==> src/rtl/ll_mac_bridge_pkg.sv <==
// Shared types and helpers for ll_mac_bridge.
// Contents:
//   - RX/TX FSM state enums
//   - active-low LocalLink level constants
//   - sat_inc(): saturating increment for statistics counters up to 32 bits wide
package ll_mac_bridge_pkg;

  typedef enum logic [1:0] {
    RxIdle,
    RxRecv,
    RxDiscard
  } rx_state_e;

  typedef enum logic [1:0] {
    TxIdle,
    TxFrame,
    TxGap
  } tx_state_e;

  // LocalLink strobes are active low.
  localparam logic LlAssert   = 1'b0;
  localparam logic LlDeassert = 1'b1;

  // Increment val, sticking at the all-ones value of a width-bit counter.
  function automatic logic [31:0] sat_inc(input logic [31:0] val, input int unsigned width);
    logic [31:0] max_val;
    max_val = (width >= 32) ? 32'hFFFF_FFFF : ((32'd1 << width) - 32'd1);
    return (val >= max_val) ? max_val : val + 32'd1;
  endfunction

endpackage

==> src/rtl/ll_mac_bridge_if.sv <==
// Bundle of the MAC-side and LocalLink-side signals of ll_mac_bridge.
// Modports:
//   master - the bridge: consumes MAC RX beats and LocalLink TX beats, drives LocalLink RX,
//            the MAC TX beat, TX destination-ready and the statistics counters.
//   slave  - the environment (MAC core / controller) on the other side of every signal.
interface ll_mac_bridge_if #(
  parameter int unsigned DATA_WIDTH = 8,
  parameter int unsigned CNT_WIDTH  = 16
);

  // MAC -> bridge (RX)
  logic [DATA_WIDTH-1:0] mac_rx_data;
  logic                  mac_rx_valid;
  logic                  mac_rx_error;
  // bridge -> controller (RX LocalLink)
  logic [DATA_WIDTH-1:0] rx_ll_data;
  logic                  rx_ll_sof_n;
  logic                  rx_ll_eof_n;
  logic                  rx_ll_src_rdy_n;
  // controller -> bridge (TX LocalLink)
  logic [DATA_WIDTH-1:0] tx_ll_data;
  logic                  tx_ll_sof_n;
  logic                  tx_ll_eof_n;
  logic                  tx_ll_src_rdy_n;
  logic                  tx_ll_dst_rdy_n;
  // bridge -> MAC (TX)
  logic [DATA_WIDTH-1:0] mac_tx_data;
  logic                  mac_tx_en;
  logic                  mac_tx_error;
  // statistics
  logic [CNT_WIDTH-1:0]  rx_frame_count;
  logic [CNT_WIDTH-1:0]  rx_drop_count;
  logic [CNT_WIDTH-1:0]  tx_frame_count;

  modport master (
    input  mac_rx_data, mac_rx_valid, mac_rx_error,
    output rx_ll_data, rx_ll_sof_n, rx_ll_eof_n, rx_ll_src_rdy_n,
    input  tx_ll_data, tx_ll_sof_n, tx_ll_eof_n, tx_ll_src_rdy_n,
    output tx_ll_dst_rdy_n,
    output mac_tx_data, mac_tx_en, mac_tx_error,
    output rx_frame_count, rx_drop_count, tx_frame_count
  );

  modport slave (
    output mac_rx_data, mac_rx_valid, mac_rx_error,
    input  rx_ll_data, rx_ll_sof_n, rx_ll_eof_n, rx_ll_src_rdy_n,
    output tx_ll_data, tx_ll_sof_n, tx_ll_eof_n, tx_ll_src_rdy_n,
    input  tx_ll_dst_rdy_n,
    input  mac_tx_data, mac_tx_en, mac_tx_error,
    input  rx_frame_count, rx_drop_count, tx_frame_count
  );

endinterface

==> src/rtl/ll_pipe_delay.sv <==
// Register chain of Depth stages, Width bits wide, with synchronous active-high reset.
// Depth 0 is a combinational pass-through.
// Ports:
//   clk_i  clock
//   rst_i  synchronous reset, loads ResetVal into every stage
//   d_i    input word
//   q_o    input word delayed by Depth cycles
module ll_pipe_delay #(
  parameter int unsigned     Width    = 8,
  parameter int unsigned     Depth    = 1,
  parameter logic [Width-1:0] ResetVal = '0
) (
  input  logic             clk_i,
  input  logic             rst_i,
  input  logic [Width-1:0] d_i,
  output logic [Width-1:0] q_o
);

  if (Depth == 0) begin : g_bypass
    logic unused_clk_rst;
    assign unused_clk_rst = clk_i ^ rst_i;
    assign q_o = d_i;
  end else begin : g_chain
    logic [Width-1:0] stage_q [Depth];

    always_ff @(posedge clk_i) begin
      if (rst_i) begin
        for (int i = 0; i < Depth; i++) stage_q[i] <= ResetVal;
      end else begin
        stage_q[0] <= d_i;
        for (int i = 1; i < Depth; i++) stage_q[i] <= stage_q[i-1];
      end
    end

    assign q_o = stage_q[Depth-1];
  end

endmodule

==> src/rtl/ll_mac_bridge.sv <==
// Bridge between a valid/error strobed MAC beat stream and an active-low LocalLink port.
// RX: MAC beats are held one cycle so the true last beat can carry EOF; errored or oversize
//     frames are truncated (EOF on the last good beat) or dropped entirely, then the rest of
//     the frame is discarded. Output goes through RX_PIPE_STAGES extra register stages.
// TX: LocalLink beats are forwarded to the MAC one cycle after acceptance; after each frame
//     (or an underrun) dst_rdy_n is held high for IFG_CYCLES cycles.
// Ports:
//   clock  sole clock
//   reset  synchronous, active-high
//   bus    ll_mac_bridge_if.master: MAC RX/TX, LocalLink RX/TX, statistics counters
module ll_mac_bridge
  import ll_mac_bridge_pkg::*;
#(
  parameter int unsigned DATA_WIDTH      = 8,
  parameter int unsigned RX_PIPE_STAGES  = 1,
  parameter int unsigned IFG_CYCLES      = 4,
  parameter int unsigned MAX_FRAME_BEATS = 1518,
  parameter int unsigned CNT_WIDTH       = 16
) (
  input logic             clock,
  input logic             reset,
  ll_mac_bridge_if.master bus
);

  localparam int unsigned       BeatW    = $clog2(MAX_FRAME_BEATS + 2);
  localparam logic [BeatW-1:0]  MaxBeats = BeatW'(MAX_FRAME_BEATS);
  localparam logic [7:0]        IfgLoad  = 8'(IFG_CYCLES);
  localparam int unsigned       PipeW    = DATA_WIDTH + 3;

  // ---------------------------------------------------------------------------------------------
  // RX path
  // ---------------------------------------------------------------------------------------------
  rx_state_e             rx_state_q;
  logic [DATA_WIDTH-1:0] rx_hold_q;
  logic                  rx_first_q;     // held beat is the frame's first, nothing emitted yet
  logic [BeatW-1:0]      rx_beats_q;     // beats of this frame taken in, including the held one
  logic [DATA_WIDTH-1:0] rx_out_data_q;
  logic                  rx_out_sof_n_q;
  logic                  rx_out_eof_n_q;
  logic                  rx_out_src_rdy_n_q;
  logic [CNT_WIDTH-1:0]  rx_frame_cnt_q;
  logic [CNT_WIDTH-1:0]  rx_drop_cnt_q;
  logic                  rx_bad_beat;

  // Another beat would exceed the frame limit, or the MAC flags this beat.
  assign rx_bad_beat = bus.mac_rx_error || (rx_beats_q >= MaxBeats);

  always_ff @(posedge clock) begin
    if (reset) begin
      rx_state_q         <= RxIdle;
      rx_hold_q          <= '0;
      rx_first_q         <= 1'b0;
      rx_beats_q         <= '0;
      rx_out_data_q      <= '0;
      rx_out_sof_n_q     <= LlDeassert;
      rx_out_eof_n_q     <= LlDeassert;
      rx_out_src_rdy_n_q <= LlDeassert;
      rx_frame_cnt_q     <= '0;
      rx_drop_cnt_q      <= '0;
    end else begin
      rx_out_sof_n_q     <= LlDeassert;
      rx_out_eof_n_q     <= LlDeassert;
      rx_out_src_rdy_n_q <= LlDeassert;
      unique case (rx_state_q)
        RxIdle: begin
          if (bus.mac_rx_valid) begin
            if (bus.mac_rx_error) begin
              rx_drop_cnt_q <= CNT_WIDTH'(sat_inc(32'(rx_drop_cnt_q), CNT_WIDTH));
              rx_state_q    <= RxDiscard;
            end else begin
              rx_hold_q  <= bus.mac_rx_data;
              rx_first_q <= 1'b1;
              rx_beats_q <= BeatW'(1);
              rx_state_q <= RxRecv;
            end
          end
        end
        RxRecv: begin
          if (bus.mac_rx_valid && rx_bad_beat) begin
            // Close the frame on the held beat only if the controller has already seen a SOF.
            if (!rx_first_q) begin
              rx_out_data_q      <= rx_hold_q;
              rx_out_eof_n_q     <= LlAssert;
              rx_out_src_rdy_n_q <= LlAssert;
            end
            rx_drop_cnt_q <= CNT_WIDTH'(sat_inc(32'(rx_drop_cnt_q), CNT_WIDTH));
            rx_state_q    <= RxDiscard;
          end else if (bus.mac_rx_valid) begin
            rx_out_data_q      <= rx_hold_q;
            rx_out_sof_n_q     <= rx_first_q ? LlAssert : LlDeassert;
            rx_out_src_rdy_n_q <= LlAssert;
            rx_first_q         <= 1'b0;
            rx_hold_q          <= bus.mac_rx_data;
            rx_beats_q         <= rx_beats_q + 1'b1;
          end else begin
            rx_out_data_q      <= rx_hold_q;
            rx_out_sof_n_q     <= rx_first_q ? LlAssert : LlDeassert;
            rx_out_eof_n_q     <= LlAssert;
            rx_out_src_rdy_n_q <= LlAssert;
            rx_first_q         <= 1'b0;
            rx_frame_cnt_q     <= CNT_WIDTH'(sat_inc(32'(rx_frame_cnt_q), CNT_WIDTH));
            rx_state_q         <= RxIdle;
          end
        end
        RxDiscard: begin
          if (!bus.mac_rx_valid) rx_state_q <= RxIdle;
        end
        default: rx_state_q <= RxIdle;
      endcase
    end
  end

  logic [PipeW-1:0] rx_pipe_d;
  logic [PipeW-1:0] rx_pipe_q;

  assign rx_pipe_d = {rx_out_data_q, rx_out_sof_n_q, rx_out_eof_n_q, rx_out_src_rdy_n_q};

  ll_pipe_delay #(
    .Width    (PipeW),
    .Depth    (RX_PIPE_STAGES),
    .ResetVal ({{DATA_WIDTH{1'b0}}, 3'b111})
  ) u_rx_pipe (
    .clk_i (clock),
    .rst_i (reset),
    .d_i   (rx_pipe_d),
    .q_o   (rx_pipe_q)
  );

  assign bus.rx_ll_data      = rx_pipe_q[PipeW-1:3];
  assign bus.rx_ll_sof_n     = rx_pipe_q[2];
  assign bus.rx_ll_eof_n     = rx_pipe_q[1];
  assign bus.rx_ll_src_rdy_n = rx_pipe_q[0];
  assign bus.rx_frame_count  = rx_frame_cnt_q;
  assign bus.rx_drop_count   = rx_drop_cnt_q;

  // ---------------------------------------------------------------------------------------------
  // TX path
  // ---------------------------------------------------------------------------------------------
  tx_state_e             tx_state_q;
  logic [7:0]            tx_gap_q;
  logic                  tx_dst_rdy_n_q;
  logic [DATA_WIDTH-1:0] tx_data_q;
  logic                  tx_en_q;
  logic                  tx_err_q;
  logic [CNT_WIDTH-1:0]  tx_frame_cnt_q;
  logic                  tx_accept;

  assign tx_accept = (bus.tx_ll_src_rdy_n == LlAssert) && (tx_dst_rdy_n_q == LlAssert);

  always_ff @(posedge clock) begin
    if (reset) begin
      tx_state_q     <= TxIdle;
      tx_gap_q       <= '0;
      tx_dst_rdy_n_q <= LlAssert;
      tx_data_q      <= '0;
      tx_en_q        <= 1'b0;
      tx_err_q       <= 1'b0;
      tx_frame_cnt_q <= '0;
    end else begin
      tx_en_q  <= 1'b0;
      tx_err_q <= 1'b0;
      unique case (tx_state_q)
        TxIdle: begin
          // Beats without SOF (e.g. the tail of an underrun frame) are swallowed here.
          if (tx_accept && (bus.tx_ll_sof_n == LlAssert)) begin
            tx_en_q   <= 1'b1;
            tx_data_q <= bus.tx_ll_data;
            if (bus.tx_ll_eof_n == LlAssert) begin
              tx_frame_cnt_q <= CNT_WIDTH'(sat_inc(32'(tx_frame_cnt_q), CNT_WIDTH));
              tx_gap_q       <= IfgLoad;
              tx_dst_rdy_n_q <= LlDeassert;
              tx_state_q     <= TxGap;
            end else begin
              tx_state_q <= TxFrame;
            end
          end
        end
        TxFrame: begin
          if (tx_accept) begin
            tx_en_q   <= 1'b1;
            tx_data_q <= bus.tx_ll_data;
            if (bus.tx_ll_eof_n == LlAssert) begin
              tx_frame_cnt_q <= CNT_WIDTH'(sat_inc(32'(tx_frame_cnt_q), CNT_WIDTH));
              tx_gap_q       <= IfgLoad;
              tx_dst_rdy_n_q <= LlDeassert;
              tx_state_q     <= TxGap;
            end
          end else begin
            // Source stalled mid-frame: the MAC cannot wait, so abort.
            tx_err_q       <= 1'b1;
            tx_gap_q       <= IfgLoad;
            tx_dst_rdy_n_q <= LlDeassert;
            tx_state_q     <= TxGap;
          end
        end
        TxGap: begin
          // Counter holds IFG..1 across the gap, giving exactly IFG_CYCLES not-ready cycles.
          if (tx_gap_q <= 8'd1) begin
            tx_dst_rdy_n_q <= LlAssert;
            tx_state_q     <= TxIdle;
          end else begin
            tx_gap_q <= tx_gap_q - 8'd1;
          end
        end
        default: tx_state_q <= TxIdle;
      endcase
    end
  end

  assign bus.tx_ll_dst_rdy_n = tx_dst_rdy_n_q;
  assign bus.mac_tx_data     = tx_data_q;
  assign bus.mac_tx_en       = tx_en_q;
  assign bus.mac_tx_error    = tx_err_q;
  assign bus.tx_frame_count  = tx_frame_cnt_q;

endmodule

==> src/flat_wrapper.sv <==
// flat-port wrapper written by rule: the top's interface ports become plain ports
module ll_mac_bridge_flat import ll_mac_bridge_pkg::*;
#(
  parameter int unsigned DATA_WIDTH      = 8,
  parameter int unsigned RX_PIPE_STAGES  = 1,
  parameter int unsigned IFG_CYCLES      = 4,
  parameter int unsigned MAX_FRAME_BEATS = 1518,
  parameter int unsigned CNT_WIDTH       = 16
)
  (clock, reset, bus_mac_rx_data, bus_mac_rx_valid, bus_mac_rx_error, bus_rx_ll_data, bus_rx_ll_sof_n, bus_rx_ll_eof_n, bus_rx_ll_src_rdy_n, bus_tx_ll_data, bus_tx_ll_sof_n, bus_tx_ll_eof_n, bus_tx_ll_src_rdy_n, bus_tx_ll_dst_rdy_n, bus_mac_tx_data, bus_mac_tx_en, bus_mac_tx_error, bus_rx_frame_count, bus_rx_drop_count, bus_tx_frame_count);
  ll_mac_bridge_if #(.DATA_WIDTH(DATA_WIDTH), .CNT_WIDTH(CNT_WIDTH)) bus_i ();
  input logic clock;
  input logic reset;
  input wire logic [$bits(bus_i.mac_rx_data)-1:0] bus_mac_rx_data;
  input wire logic [$bits(bus_i.mac_rx_valid)-1:0] bus_mac_rx_valid;
  input wire logic [$bits(bus_i.mac_rx_error)-1:0] bus_mac_rx_error;
  output wire logic [$bits(bus_i.rx_ll_data)-1:0] bus_rx_ll_data;
  output wire logic [$bits(bus_i.rx_ll_sof_n)-1:0] bus_rx_ll_sof_n;
  output wire logic [$bits(bus_i.rx_ll_eof_n)-1:0] bus_rx_ll_eof_n;
  output wire logic [$bits(bus_i.rx_ll_src_rdy_n)-1:0] bus_rx_ll_src_rdy_n;
  input wire logic [$bits(bus_i.tx_ll_data)-1:0] bus_tx_ll_data;
  input wire logic [$bits(bus_i.tx_ll_sof_n)-1:0] bus_tx_ll_sof_n;
  input wire logic [$bits(bus_i.tx_ll_eof_n)-1:0] bus_tx_ll_eof_n;
  input wire logic [$bits(bus_i.tx_ll_src_rdy_n)-1:0] bus_tx_ll_src_rdy_n;
  output wire logic [$bits(bus_i.tx_ll_dst_rdy_n)-1:0] bus_tx_ll_dst_rdy_n;
  output wire logic [$bits(bus_i.mac_tx_data)-1:0] bus_mac_tx_data;
  output wire logic [$bits(bus_i.mac_tx_en)-1:0] bus_mac_tx_en;
  output wire logic [$bits(bus_i.mac_tx_error)-1:0] bus_mac_tx_error;
  output wire logic [$bits(bus_i.rx_frame_count)-1:0] bus_rx_frame_count;
  output wire logic [$bits(bus_i.rx_drop_count)-1:0] bus_rx_drop_count;
  output wire logic [$bits(bus_i.tx_frame_count)-1:0] bus_tx_frame_count;
  assign bus_i.mac_rx_data = bus_mac_rx_data;
  assign bus_i.mac_rx_valid = bus_mac_rx_valid;
  assign bus_i.mac_rx_error = bus_mac_rx_error;
  assign bus_rx_ll_data = bus_i.rx_ll_data;
  assign bus_rx_ll_sof_n = bus_i.rx_ll_sof_n;
  assign bus_rx_ll_eof_n = bus_i.rx_ll_eof_n;
  assign bus_rx_ll_src_rdy_n = bus_i.rx_ll_src_rdy_n;
  assign bus_i.tx_ll_data = bus_tx_ll_data;
  assign bus_i.tx_ll_sof_n = bus_tx_ll_sof_n;
  assign bus_i.tx_ll_eof_n = bus_tx_ll_eof_n;
  assign bus_i.tx_ll_src_rdy_n = bus_tx_ll_src_rdy_n;
  assign bus_tx_ll_dst_rdy_n = bus_i.tx_ll_dst_rdy_n;
  assign bus_mac_tx_data = bus_i.mac_tx_data;
  assign bus_mac_tx_en = bus_i.mac_tx_en;
  assign bus_mac_tx_error = bus_i.mac_tx_error;
  assign bus_rx_frame_count = bus_i.rx_frame_count;
  assign bus_rx_drop_count = bus_i.rx_drop_count;
  assign bus_tx_frame_count = bus_i.tx_frame_count;
  ll_mac_bridge #(.DATA_WIDTH(DATA_WIDTH), .RX_PIPE_STAGES(RX_PIPE_STAGES), .IFG_CYCLES(IFG_CYCLES), .MAX_FRAME_BEATS(MAX_FRAME_BEATS), .CNT_WIDTH(CNT_WIDTH)) u_core (.clock(clock), .reset(reset), .bus(bus_i));
endmodule
==> config.mk <==
export PLATFORM = sky130hd
export DESIGN_NAME = ll_mac_bridge_flat
export DESIGN_NICKNAME = d
export VERILOG_FILES = /design/src/rtl/ll_mac_bridge_pkg.sv /design/src/rtl/ll_mac_bridge_if.sv /design/src/rtl/ll_pipe_delay.sv /design/src/rtl/ll_mac_bridge.sv /design/src/flat_wrapper.sv
export SDC_FILE = /design/constraint.sdc
export NUM_CORES = 1
export LEC_CHECK = 0
export ABC_CLOCK_PERIOD_IN_PS = 2000
export BUFFER_PORTS_ARGS = -buffer_cell sky130_fd_sc_hd__buf_2
export CAP_MARGIN = 5
export CORE_AREA = 2 2 105 107
export CTS_CLUSTER_DIAMETER = 150
export DETAILED_ROUTE_END_ITERATION = 7
export DIE_AREA = 0 0 107 109
export PLACE_DENSITY = 0.74
export SLEW_MARGIN = 20
export SYNTH_ARGS = -nofsm -noshare
export SYNTH_HDL_FRONTEND = slang
export SYNTH_HIERARCHICAL = 1
export SYNTH_SLANG_ARGS = --single-unit
==> constraint.sdc <==
create_clock -name clock -period 2 [get_ports clock]
set_input_delay 0.3 -clock clock [delete_from_list [all_inputs] [get_ports clock]]
set_output_delay 0.3 -clock clock [all_outputs]
set_load 0.05 [all_outputs]
==> results.md, run 1 <==
* Critical-path top delay cell: a2111o_4
* Synth cell count leaders: dfxtp_1 (113), a21oi_1 (57), nand2_1 (47)
* Synthesis warning total at 6
* Seq pwr share at between 30% and 40%
* Number of synthesized register bits at 113
* Largest cells by area after synthesis: dfxtp_1 (44%), a21oi_1 (5.6%), nand2_1 (3.4%)
* DR pass1 iterations at 5
* Layout overhead on the synthesized area at 40.5%
* Power Density at 1020 nW/um2
* # DRC at 0
* GPL Wtd Cong at 0.808
* Comb power frac at about 20%
* RSZ-0062 raised after global routing: yes
* Share of layout cells above drive strength 1 at about a third
* Nets@finish at 770
* Worst path required time at roughly 2400 ps
* Rows at 38
* Power after layout at between 0.007 and 0.008 W
* Worst R2R Path Depth at 8
* Io pins at 93
* Sequential fraction of the synthesis area at about 44%
* Crit path cell chain: inv_2 > ha_1 > o211ai_1 > a2111o_4 > buf_4 > a211o_1 > buf_4 > a31oi_2
* Worst R2R Setup Slack at -70 ps
* Mux share of post-synthesis cell area at around 3.6%
* Max Fclk at a little under 500 MHz
* Synth Area in Simple Gates at 22.6%
* Die H at around 110 um
* Utilization after layout at roughly two thirds
* Slew headroom at 50.3%
* Status: finished with violations
* Sw Ratio at 27.0%
* Final setup violation count at 6
* Grt ovf at 0
* Post-route ant nets at 0
* Dpl cell area at 6150 um2
* Vias at 4,964
* Compound-Gate Fraction of Synth Area at approximately a fifth
* Crit path kind: flop to flop
* CTS buffer count at 17
* Post-Synth XOR/XNOR Area at ~5.1%
* Psw at 0.00199 W
* Syn nets at around 610
* Iter 0 DRT Violations at 370
* Post-Layout Inst Area at around 7200 um2
* Failing checks: negative setup slack
* Internal at 0.00538 W
* Cell taking the most area after synthesis: dfxtp_1
* Final setup margin at -65.7 ps
* Leakage at between 2 and 3 nW
* Synth Cell Area at between 5000 and 6000 um2
* Crit path top cell by count: buf_4
* Detailed placement HPWL at a little under 9 mm
* Min Tclk post-route at ~2100 ps
* Setup TNS at -218 ps
* Min-Delay Path Class: primary input to flop
* ANT cells at 0
* Hold Path Sink: u_core/bus.mac_tx_data[5]$_SDFFE_PP0P_
* Die Wd at between 100 and 150 um
* Clock power share at between 40% and 50%
* Maximum vdd drop at between 0.0007 and 0.0008 V
* Slowest Stage Delay on Critical Path at 540 ps
* H-tree depth at 4
* Clock Path Buffers at 2
* Clock-pin slew on the worst setup and hold paths at roughly 60 ps
* Core footprint at ~11,000 um2
* Worst-margin pin slew at between 700 and 800 ps
* Worst r2r dst: u_core/bus.rx_drop_count[8]$_SDFFE_PP0P_
* First-pass GRT wire length at 21.7 mm
* Initial core utilization at 48.4%
* CP endpoint kind: flop
* Post-Synth Adder-Cell Area at around 2.7%
* Startpoint Class: flop
* Initial antenna violation count at 0
* Largest net degree at the start of global routing at 45
* Final Skew at 5.80 ps
* Synth cell types at 60
* Dpl ws at -156 ps
* Tot GR Track Use at between 20% and 30%
* Worst Hold Depth at 3
* Worst Path Arrival at approximately 2500 ps
* Final wirelength at 13.5 mm
* Synth top area share at around 44%
* Via/cell ratio at roughly 5.6
* CTS root buf: clkbuf_8
* Final Hold Vio Count at 0
* Reg-to-Reg Start: u_core/rx_beats_q[0]$_SDFFE_PP0P_
* Routed WL per cell at roughly 15 um
* Cells after Synth at 571
* I/O Buffers at 92
* Number of synthesized flops with an enable pin at 0
* Crit share post-route at 103%
* Largest family of logic cells by synthesized area: simple AND/OR/NAND/NOR gates
* DIE AREA at 11,700 um2
* Most common cell in the synthesized netlist: dfxtp_1
* Max FO, Critical Path at 7
* Vias in the first global route at 4,722
* Max_cap viols at 0
* CTS tree: built
* Hold path start: bus_tx_ll_data[5]
* Clk_lat worst skew at about 530 ps
* Ys flop type: dfxtp_1
* Syn Area/Cell at ~9 um2
* Share of flip-flops with an asynchronous set or reset at 0%
* Max Slew Vio Count at 0
* CTS sink count at between 100 and 150
-- worst max-delay path: cells and delay by family (launching register included) --
family	cells	cell delay, ps
adders and majority gates	1	130
DFF	1	320
buffers and inverters	3	400
AOI/OAI and AO/OA	4	1130
-- per-stage QoR --
| step | hold slack (ps) | std cells |
|---|---|---|
| 6_report | 20.8 | 889 |
| 2_1_floorplan | 372 | 571 |
| 4_1_cts | 2.49 | 886 |
| 3_3_place_gp | 392 | 835 |
| 3_5_place_dp | 397 | 835 |
| 5_1_grt | 14.8 | 889 |
-- power groups by stage --
stage | Combinational, W | Clock, W | Sequential [W]
floorplan | 0.000708 | 0 | 0.00265
global placement | 0.00123 | 0 | 0.00249
detailed placement | 0.00126 | 0 | 0.00250
CTS | 0.00135 | 0.00348 | 0.00245
global route | 0.00159 | 0.00360 | 0.00247
finish | 0.00148 | 0.00343 | 0.00246
-- layout by cell type (no fill, tap or decap), types with 4 or more instances in the layout --
| master | count |
|---|---|
| nor4_1 | 4 |
| nand2b_1 | 5 |
| and4_1 | 7 |
| a211oi_1 | 12 |
| bufinv_16 | 6 |
| xor2_1 | 14 |
| nor3_1 | 13 |
| mux2i_1 | 16 |
| nand4_1 | 16 |
| buf_4 | 64 |
| clkbuf_16 | 16 |
| or3_1 | 6 |
| and3_1 | 8 |
| nor2b_1 | 14 |
| o211a_1 | 6 |
| a2111oi_4 | 5 |
| o21ai_0 | 16 |
| a21oi_2 | 4 |
| nor2_1 | 42 |
| dlygate4sd3_1 | 9 |
| a41oi_2 | 4 |
| xnor2_1 | 16 |
| a21oi_1 | 56 |
| clkbuf_8 | 5 |
| buf_2 | 91 |
| nand2_1 | 45 |
| dfxtp_2 | 14 |
| a31oi_1 | 12 |
| inv_1 | 13 |
| ha_1 | 9 |
| nand3_1 | 25 |
| dfxtp_1 | 96 |
-- area by class of cell --
type                       instances  area (um2)
multi-input combinational        419        2910
sequential                       113        2290
clock inverter                    10         203
inverter                          16        62.6
fill                             831        3390
timing repair buffer             169        1100
clock buffer                      22         473
tap                              140         175
-- metal layers --
layer,track usage (%),share of wire [%]
met3,5.62,4.6
met2,39.6,50
met4,11.0,1.8
met1,28.0,43
met5,0,0
-- cell families (layout without fill, tap and decap cells) --
kind of cell / Yosys count / in the layout
AND/OR/NAND/NOR: 219 / 219
AO/OA/AOI/OAI: 141 / 141
flip-flops: 113 / 113
buffers and inverters: 39 / 217
XOR/XNOR: 30 / 30
multiplexers: 18 / 18
adder cells (fa/ha/maj): 11 / 11
-- worst max-delay path by stage --
stage                                         startpoint                                         end  depth (start not counted)
2_1_floorplan  u_core/bus.tx_frame_count[5]$_SDFFE_PP0P_  u_core/bus.tx_frame_count[11]$_SDFFE_PP0P_                          7
3_3_place_gp           u_core/rx_beats_q[0]$_SDFFE_PP0P_           u_core/rx_beats_q[2]$_SDFFE_PP0P_                          7
3_5_place_dp           u_core/rx_beats_q[0]$_SDFFE_PP0P_   u_core/bus.rx_drop_count[10]$_SDFFE_PP0P_                          7
4_1_cts                u_core/rx_beats_q[0]$_SDFFE_PP0P_    u_core/bus.rx_drop_count[8]$_SDFFE_PP0P_                          8
5_1_grt                u_core/rx_beats_q[0]$_SDFFE_PP0P_    u_core/bus.rx_drop_count[9]$_SDFFE_PP0P_                          8
6_report               u_core/rx_beats_q[0]$_SDFFE_PP0P_    u_core/bus.rx_drop_count[8]$_SDFFE_PP0P_                          8
-- flip-flops by register name (all words and copies together), names as in the netlist --
signal,count
u_core/bus.tx_frame_count,16
u_core/bus.rx_frame_count,16
u_core/rx_out_sof_n_q,1
u_core/rx_first_q,1
u_core/bus.mac_tx_data,8
u_core/bus.mac_tx_en,1
u_core/rx_out_data_q,8
u_core/tx_state_q,2
u_core/bus.tx_ll_dst_rdy_n,1
u_core/rx_out_eof_n_q,1
u_core/tx_gap_q,8
u_core/rx_state_q,2
u_core/u_rx_pipe/g_chain.stage_q,11
u_core/bus.rx_drop_count,16
u_core/rx_beats_q,11
u_core/bus.mac_tx_error,1
u_core/rx_out_src_rdy_n_q,1
u_core/rx_hold_q,8
-- what timing repair did --
action / 4_1_cts / 5_1_grt
resized for setup: 13 / 23
setup buffers: 10 / 3
hold buffers: 9 / 0
hold endpoints to repair: 9 / 0
endpoints found under the setup margin: 22 / 52
pin swaps: 11 / 15
(Power assumes the default switching activity.)
==> run 2, diff against run 1 <==
--- a/config.mk
+++ b/config.mk
@@ -5,14 +5,14 @@
 export SDC_FILE = /design/constraint.sdc
 export NUM_CORES = 1
 export LEC_CHECK = 0
-export ABC_CLOCK_PERIOD_IN_PS = 2000
+export ABC_CLOCK_PERIOD_IN_PS = 2600
 export BUFFER_PORTS_ARGS = -buffer_cell sky130_fd_sc_hd__buf_2
 export CAP_MARGIN = 5
-export CORE_AREA = 2 2 105 107
+export CORE_AREA = 2 2 96 98
 export CTS_CLUSTER_DIAMETER = 150
 export DETAILED_ROUTE_END_ITERATION = 7
-export DIE_AREA = 0 0 107 109
-export PLACE_DENSITY = 0.74
+export DIE_AREA = 0 0 98 100
+export PLACE_DENSITY = 0.83
 export SLEW_MARGIN = 20
 export SYNTH_ARGS = -nofsm -noshare
 export SYNTH_HDL_FRONTEND = slang
==> constraint.sdc (replaced) <==
create_clock -name clock -period 2.6 [get_ports clock]
set_input_delay 0.39 -clock clock [delete_from_list [all_inputs] [get_ports clock]]
set_output_delay 0.39 -clock clock [all_outputs]
set_load 0.05 [all_outputs]
==> results.md, run 2 (synthesis results as in run 1) <==
* Routed WL per cell at between 15 and 20 um
* CTS tree: built
* Clk_lat worst skew at around 500 ps
* First-pass GRT wire length at between 15 and 20 mm
* Detailed placement HPWL at around 7.8 mm
* Final Hold Vio Count at 0
* Worst path required time at around 3000 ps
* Setup Fix Bufs, Post-CTS at 0
* Vias at approximately 4.7k
* I/O Buffers at 92
* Initial core utilization at ~58%
* Placed Cells incl. Taps at ~760
* Post-CTS resize count at 0
* Nets@finish at about 700
* Maximum vdd drop at approximately 0.00052 V
* Core footprint at about 8900 um2
* DR pass1 iterations at 5
* RSZ-0062 raised after global routing: no
* Slowest Stage Delay on Critical Path at roughly 530 ps
* DIE AREA at a little under 10,000 um2
* Worst Hold Depth at 3
* Min Tclk post-route at 2290 ps
* Tot GR Track Use at 24.1%
* Status: finished, final reports clean
* CTS sink count at ~110
* Hold-fix buffers, CTS at 0
* Final wirelength at about 12 mm
* Final Skew at approximately 7.4 ps
* Max Fclk at between 400 and 500 MHz
* Die H at approximately 100 um
* # DRC at 0
* Setup TNS at 0 ps
* CTS root buf: clkbuf_8
* CTS buffer count at 17
* Final setup violation count at 0
* Crit path cell chain: inv_1 > ha_1 > o211ai_1 > a2111o_4 > nand3_1 > or3b_2 > a21oi_1
* Clock-pin slew on the worst setup and hold paths at around 50 ps
* Leakage at 2.56 nW
* CP endpoint kind: flop
* Max_cap viols at 0
* Startpoint Class: flop
* Final setup margin at between 300 and 400 ps
* Crit path kind: flop to flop
* Largest net degree at the start of global routing at 70
* Final std cells w/o fill at 789
* Die Wd at a little under 100 um
* Min-Delay Path Class: primary input to flop
* Vias in the first global route at 4,379
* Initial antenna violation count at 0
* H-tree depth at 4
* Slew headroom at a little under three fifths
* Crit share post-route at slightly below 90%
* Power Density at roughly 840 nW/um2
* Max FO, Critical Path at 18
* ANT cells at 0
* Dpl ws at 334 ps
* Post-route ant nets at 0
* Grt ovf at 0
* Iter 0 DRT Violations at between 300 and 400
* Layout overhead on the synthesized area at 23.6%
* Clock Path Buffers at 2
* Via/cell ratio at just under 6
* GPL Wtd Cong at 0.902
* Share of layout cells above drive strength 1 at 22.1%
* Io pins at between 90 and 100
* Critical-path top delay cell: or3b_2
* Worst R2R Path Depth at 7
* Worst Path Arrival at about 2700 ps
* Commonest cells after routing, fill and taps aside: dfxtp_1 (113), buf_2 (91), a21oi_1 (57), nand2_1 (47), nor2_1 (42)
* Rows at 35
* Worst-margin pin slew at ~660 ps
* Max Slew Vio Count at 0
* Commonest non-fill, non-tap cell in the layout: dfxtp_1
-- run 2: cell types whose count changed in the layout (fill, tap and decap cells not counted), moves of 5 or more --
| cell | previous run | this run |
|---|---|---|
| a2111oi_4 | 5 | 0 |
| buf_4 | 64 | 6 |
| dfxtp_1 | 96 | 113 |
| dfxtp_2 | 14 | 0 |
| dlygate4sd3_1 | 9 | 0 |
-- run 2: layout make-up --
type                       instances  area, um2
multi-input combinational        419       2710
fill                             703       2540
sequential                       113       2260
timing repair buffer              98        520
clock buffer                      22        453
clock inverter                    10        205
tap                              111        139
inverter                          16       60.1
-- run 2: per-layer routing --
layer	global-route usage [%]	share of wire, %
met5	0	0
met2	40.0	49
met3	5.29	6.2
met4	9.51	1.2
met1	30.9	44
-- run 2: stage by stage --
stage / utilization, % / power, W / area [um2] / hold slack (ps)
2_1_floorplan: - / 0.00257 / 5140 / 383
3_3_place_gp: 64.0 / 0.00273 / 5690 / 391
3_5_place_dp: 64.0 / 0.00277 / 5690 / 394
4_1_cts: 71.4 / 0.00534 / 6350 / 106
5_1_grt: 71.4 / 0.00552 / 6350 / 128
6_report: 71.4 / 0.00531 / 6350 / 124
-- run 2: where the power goes --
group | internal (W) | switching [W]
registers | 0.00181 | 0.0000723
logic | 0.000311 | 0.000557
clock network | 0.00180 | 0.000761
total | 0.00392 | 0.00139
-- run 2: final timing paths --
| kind | start | endpoint | slack (ps) |
|---|---|---|---|
| setup / recovery | u_core/rx_beats_q[0]$_SDFFE_PP0P_ | u_core/rx_beats_q[2]$_SDFFE_PP0P_ | 310 |
| hold / removal | bus_tx_ll_data[4] | u_core/bus.mac_tx_data[4]$_SDFFE_PP0P_ | 120 |
| setup reg to reg | u_core/rx_beats_q[0]$_SDFFE_PP0P_ | u_core/rx_beats_q[2]$_SDFFE_PP0P_ | 310 |
| hold reg to reg | u_core/rx_out_eof_n_q$_SDFF_PP1_ | u_core/u_rx_pipe/g_chain.stage_q[0][1]$_SDFF_PP1_ | 400 |
-- run 2: critical path: cells and delay by family (launching register included) --
kind                       cells  cell delay [ps]
adders and majority gates      1              200
DFF                            1              400
AOI/OAI and AO/OA              3              730
and+or+nand+nor                2              770
buffers and inverters          1              100
